--- src/rtl/sar_search_ctrl.sv ---
`default_nettype none
// ============================================================================
//  Module   : sar_search_ctrl
//  Purpose  : Successive-approximation search controller. Presents a trial
//             value to an external magnitude comparator (unknown on a, trial
//             on b), reads back g/l/e and resolves the unknown MSB-first,
//             one bit per clock, stopping early on equality.
//  Revision : 1.0  initial release
// ============================================================================
module sar_search_ctrl #(
    parameter int WIDTH = 4
) (
    input  logic                           clk,
    input  logic                           rst_n,
    input  logic                           start,
    input  logic                           cmp_g,
    input  logic                           cmp_l,
    input  logic                           cmp_e,
    output logic [WIDTH-1:0]               trial,
    output logic                           busy,
    output logic                           done,
    output logic [WIDTH-1:0]               result,
    output logic                           exact,
    output logic [$clog2(WIDTH+1)-1:0]     cmp_count,
    output logic                           err
);

    // Bit-index width; a 1-bit operand still needs a 1-bit index register.
    localparam int IDX_W = (WIDTH > 1) ? $clog2(WIDTH) : 1;
    localparam int CNT_W = $clog2(WIDTH + 1);

    // First trial: only the MSB set.
    localparam logic [WIDTH-1:0] TRIAL_MSB = WIDTH'(1) << (WIDTH - 1);
    localparam logic [IDX_W-1:0] IDX_TOP   = IDX_W'(WIDTH - 1);

    typedef enum logic [0:0] {
        ST_IDLE   = 1'b0,
        ST_SEARCH = 1'b1
    } state_t;

    state_t             state_q, state_d;
    logic [WIDTH-1:0]   trial_q, trial_d;
    logic [IDX_W-1:0]   idx_q, idx_d;
    logic               done_q, done_d;
    logic [WIDTH-1:0]   result_q, result_d;
    logic               exact_q, exact_d;
    logic [CNT_W-1:0]   cnt_q, cnt_d;
    logic               err_q, err_d;

    logic               code_legal;
    logic [WIDTH-1:0]   trial_upd;

    // Exactly one of g/l/e: odd population count, but not all three.
    assign code_legal = (cmp_g ^ cmp_l ^ cmp_e) & ~(cmp_g & cmp_l & cmp_e);

    // Next-state and datapath update for the two-state search sequencer.
    always_comb begin
        state_d   = state_q;
        trial_d   = trial_q;
        idx_d     = idx_q;
        done_d    = 1'b0;
        result_d  = result_q;
        exact_d   = exact_q;
        cnt_d     = cnt_q;
        err_d     = err_q;
        trial_upd = trial_q;

        case (state_q)
            ST_IDLE: begin
                if (start) begin
                    state_d = ST_SEARCH;
                    trial_d = TRIAL_MSB;
                    idx_d   = IDX_TOP;
                    exact_d = 1'b0;
                    err_d   = 1'b0;
                    cnt_d   = '0;
                end
            end

            ST_SEARCH: begin
                cnt_d = cnt_q + 1'b1;
                if (!code_legal) begin
                    // Comparator inconsistency aborts and reports the trial in flight.
                    err_d    = 1'b1;
                    done_d   = 1'b1;
                    result_d = trial_q;
                    exact_d  = 1'b0;
                    state_d  = ST_IDLE;
                end else if (cmp_e) begin
                    result_d = trial_q;
                    exact_d  = 1'b1;
                    done_d   = 1'b1;
                    state_d  = ST_IDLE;
                end else begin
                    // a < trial: this bit overshoots, drop it; a > trial: keep it.
                    if (cmp_l) begin
                        trial_upd[idx_q] = 1'b0;
                    end
                    if (idx_q != '0) begin
                        trial_upd[idx_q - 1'b1] = 1'b1;
                        idx_d = idx_q - 1'b1;
                    end else begin
                        result_d = trial_upd;
                        exact_d  = 1'b0;
                        done_d   = 1'b1;
                        state_d  = ST_IDLE;
                    end
                    trial_d = trial_upd;
                end
            end

            default: begin
                state_d = ST_IDLE;
            end
        endcase
    end

    // State and datapath registers; reset clears everything immediately.
    always_ff @(posedge clk or negedge rst_n) begin
        if (!rst_n) begin
            state_q  <= ST_IDLE;
            trial_q  <= '0;
            idx_q    <= '0;
            done_q   <= 1'b0;
            result_q <= '0;
            exact_q  <= 1'b0;
            cnt_q    <= '0;
            err_q    <= 1'b0;
        end else begin
            state_q  <= state_d;
            trial_q  <= trial_d;
            idx_q    <= idx_d;
            done_q   <= done_d;
            result_q <= result_d;
            exact_q  <= exact_d;
            cnt_q    <= cnt_d;
            err_q    <= err_d;
        end
    end

    assign trial     = trial_q;
    assign busy      = (state_q == ST_SEARCH);
    assign done      = done_q;
    assign result    = result_q;
    assign exact     = exact_q;
    assign cmp_count = cnt_q;
    assign err       = err_q;

endmodule
`default_nettype wire
--- config.mk ---
export PLATFORM = sky130hd
export DESIGN_NAME = sar_search_ctrl
export DESIGN_NICKNAME = d
export VERILOG_FILES = /design/src/rtl/sar_search_ctrl.sv
export SDC_FILE = /design/constraint.sdc
export NUM_CORES = 1
export LEC_CHECK = 0
export ABC_CLOCK_PERIOD_IN_PS = 1700
export BUFFER_PORTS_ARGS = -buffer_cell sky130_fd_sc_hd__buf_2
export CAP_MARGIN = 20
export CORE_MARGIN = 2
export CORE_UTILIZATION = 50
export CTS_CLUSTER_DIAMETER = 60
export CTS_CLUSTER_SIZE = 14
export DETAILED_ROUTE_END_ITERATION = 10
export GPL_TIMING_DRIVEN = 0
export PLACE_DENSITY = 0.82
export REMOVE_ABC_BUFFERS = 1
export SLEW_MARGIN = 0
export SYNTH_ARGS = -nofsm -noshare
export SYNTH_HDL_FRONTEND = slang
export SYNTH_SLANG_ARGS = --single-unit
--- constraint.sdc ---
create_clock -name clk -period 1.7 [get_ports clk]
set_input_delay 0.17 -clock clk [delete_from_list [all_inputs] [get_ports clk]]
set_output_delay 0.17 -clock clk [all_outputs]
set_load 0.02 [all_outputs]
==> impl_metrics.json <==
{
  "worst_path_largest_cell_delay_ns": 0.44,
  "rows": 14,
  "fin_cells": 122,
  "yosysSeqAreaShare": 0.496,
  "ys_ff_latch": 17,
  "crit_path_end_kind": "register",
  "cts_max_level": 1,
  "maxSlewViolCount": 0,
  "cp_num_buf_inv": 1,
  "vias": 689,
  "max_clock_freq_ghz": 0.635,
  "p_switching_uw": 593,
  "maxCapViolations": 0,
  "utilization": 0.648,
  "core_area_mm2": 0.00156,
  "finClkSkew_ns": 0.00665,
  "io_pins": 21,
  "path_max_fanout": 5,
  "fp.dieH_um": 45.4,
  "worst_slew_pin_slew_ns": 0.391,
  "critPathSlowestCell": "dfrtp_1",
  "power.internal_uw": 861,
  "grt_pass1_wl_um": 2860,
  "yosys-top-cells-area": "dfrtp_1, ha_1, mux2i_1",
  "p_leak_uw": 0.000546,
  "detail_route.iter0.violations": 17,
  "grt_max_degree": 18,
  "start_kind": "register",
  "period_share": 0.927,
  "avgViaCountPerCell": 5.65,
  "synth_top_area_frac": 0.496,
  "port_buffers": 20,
  "comb_power_share": 0.413,
  "cts_resized": 0,
  "power.density_mw_per_mm2": 1440,
  "grt_pass1_vias": 640,
  "yosysWarnings": 0,
  "syn_area_um2": 858,
  "ys_types": 29,
  "routabilityCongestion": 0.813,
  "critical_path_required_ns": 1.89,
  "cp_cell_sequence": "inv_1 > ha_1 > and4bb_1 > a21o_2 > a21o_1",
  "dp_cells": 117,
  "setup_viol_count_final": 0,
  "place_hpwl_um": 1220,
  "async_flop_share": 1.00,
  "clk-insertion-delay-late_ns": 0.28,
  "drc": 0,
  "outcome": "completed",
  "cts_root_buffer": "clkbuf_4",
  "crit_family": "flip-flops",
  "overflow": 0,
  "fillers": 121,
  "die-area_mm2": 0.00206,
  "ant_nets": 0,
  "swShare": 0.408,
  "layout.nets": 119,
  "tns_ns": 0,
  "grt_usage": 0.193,
  "p_seq_frac": 0.444,
  "synth_top_flop_cell": "dfrtp_1",
  "numCtsBuffers": 3,
  "cts_tree": "built",
  "vdd_ir_drop_max_uv": 748,
  "wl_per_cell_um": 13.6,
  "hp-class": "in2reg",
  "period_needed_ns": 1.58,
  "yosys.area.top_type": "dfrtp_1",
  "synth-edff-count": 0,
  "initial_core_util": 0.551,
  "arrival_ns": 1.76,
  "clk_pin_slew_ns": 0.10,
  "areaGrowthSynthToFinish_pct": 17.6,
  "grt_antenna_before_repair": 0,
  "slew_headroom": 0.739,
  "die_w_um": 45.4,
  "synth_most_common_cell": "dfrtp_1",
  "synthCells": 82,
  "cts_buffer_depth": 2,
  "clkPwrFrac": 0.144,
  "crit_type": "reg2reg",
  "cts.sinks": 17,
  "drtPass1Iterations": 4,
  "syn_avg_cell_area_um2": 10.5,
  "rsz0062_at_grt": "false",
  "drive_gt1_frac": 0.245,
  "wirelength_um": 1660,
  "n_antenna_cell": 0,
  "yosys-top-cells-count": "dfrtp_1, inv_1, nand2_1, o21ai_0, ha_1",
  "hold_violations": 0
}
## cells by family (layout without fill, tap and decap cells)
| group | count (synthesis) | after routing | share of synthesized area |
|---|---|---|---|
| mux | 4 | 4 | 0.0466 |
| fa+ha+maj | 6 | 6 | 0.0875 |
| buf+inv | 9 | 33 | 0.0408 |
| simple gates | 26 | 26 | 0.175 |
| xor+xnor | 1 | 1 | 0.0102 |
| compound gates | 19 | 19 | 0.144 |
| flops | 17 | 17 | 0.496 |
## through the flow
step           hold slack [ns]  area [µm²]  setup WS [ns]  power, µW
2_1_floorplan           -0.126         853          0.265       1050
3_3_place_gp             0.102         973          0.156       1230
3_5_place_dp             0.108         973          0.137       1250
4_1_cts                  0.174        1010          0.117       1470
5_1_grt                  0.199        1010         0.0191       1560
6_report                 0.177        1010          0.125       1450
## power by group through the flow
stage	clock network (µW)	registers (µW)	logic, µW
after floorplan	0	783	269
after global placement	0	644	584
after detailed placement	0	651	602
after CTS	217	644	606
after global routing	226	670	665
final	209	645	600
## sequential cells by signal, indices dropped and copies added (netlist names)
register   cells
result         4
err            1
done           1
busy           1
exact          1
cmp_count      3
trial          4
idx_q          2
## repair_timing
action | in CTS | in global routing
setup buffers | 0 | 0
hold endpoints to repair | 17 | 0
hold buffers | 1 | 0
## worst paths after layout
| check | from | to | slack (ns) | cells after the start |
|---|---|---|---|---|
| max reg2reg | idx_q[0]$_DFFE_PN0P_ | idx_q[0]$_DFFE_PN0P_ | 0.12 | 5 |
| min | start | busy$_DFF_PN0_ | 0.18 | 2 |
| min in group asynchronous | rst_n | result[2]$_DFFE_PN0P_ | 0.32 | 2 |
| max | idx_q[0]$_DFFE_PN0P_ | idx_q[0]$_DFFE_PN0P_ | 0.12 | 5 |
| min reg2reg | result[0]$_DFFE_PN0P_ | result[0]$_DFFE_PN0P_ | 0.51 | 1 |
| max in group asynchronous | rst_n | idx_q[1]$_DFFE_PN0P_ | 1.10 | 2 |
## per-layer routing
| metal | vias up | global-route usage | routed length, µm |
|---|---|---|---|
| li1 | 334 | - | - |
| met3 | 2 | 0.0357 | 82 |
| met2 | 22 | 0.313 | 806 |
| met1 | 331 | 0.255 | 752 |
| met4 | 0 | 0.0706 | 14 |
| met5 | - | 0 | 0 |
## placed cells by master, fill, tap and decap left out, drive strengths merged
cell type / count
nand3: 5
a21oi: 3
nand4b: 1
o21a: 1
buf: 20
inv: 8
nand3b: 1
nor2: 4
a22o: 1
dlygate4sd3: 1
dfrtp: 17
nand2b: 3
o2bb2ai: 1
ha: 6
o21ai: 8
xnor2: 1
nor2b: 1
and4bb: 1
a21o: 2
mux2i: 4
a22oi: 1
o211ai: 1
a2bb2oi: 1
clkbuf: 4
and2b: 1
nand2: 7
nand4: 1
or3b: 1
## cell type report
cell class                      count  area (µm²)  area share
Tap cell                           16        20.0      0.0198
Multi-Input combinational cell     56         398       0.394
Sequential cell                    17         425       0.421
Inverter                            8        30.0      0.0297
Timing Repair Buffer               21         110       0.109
Clock buffer                        4        26.3      0.0260
## worst register-to-register path: stages (launching register included)
cell,delay [ns]
dfrtp_1,0.44
inv_1,0.16
ha_1,0.25
and4bb_1,0.24
a21o_2,0.21
a21o_1,0.17
No activity file was read; power rests on OpenSTA's default activity.
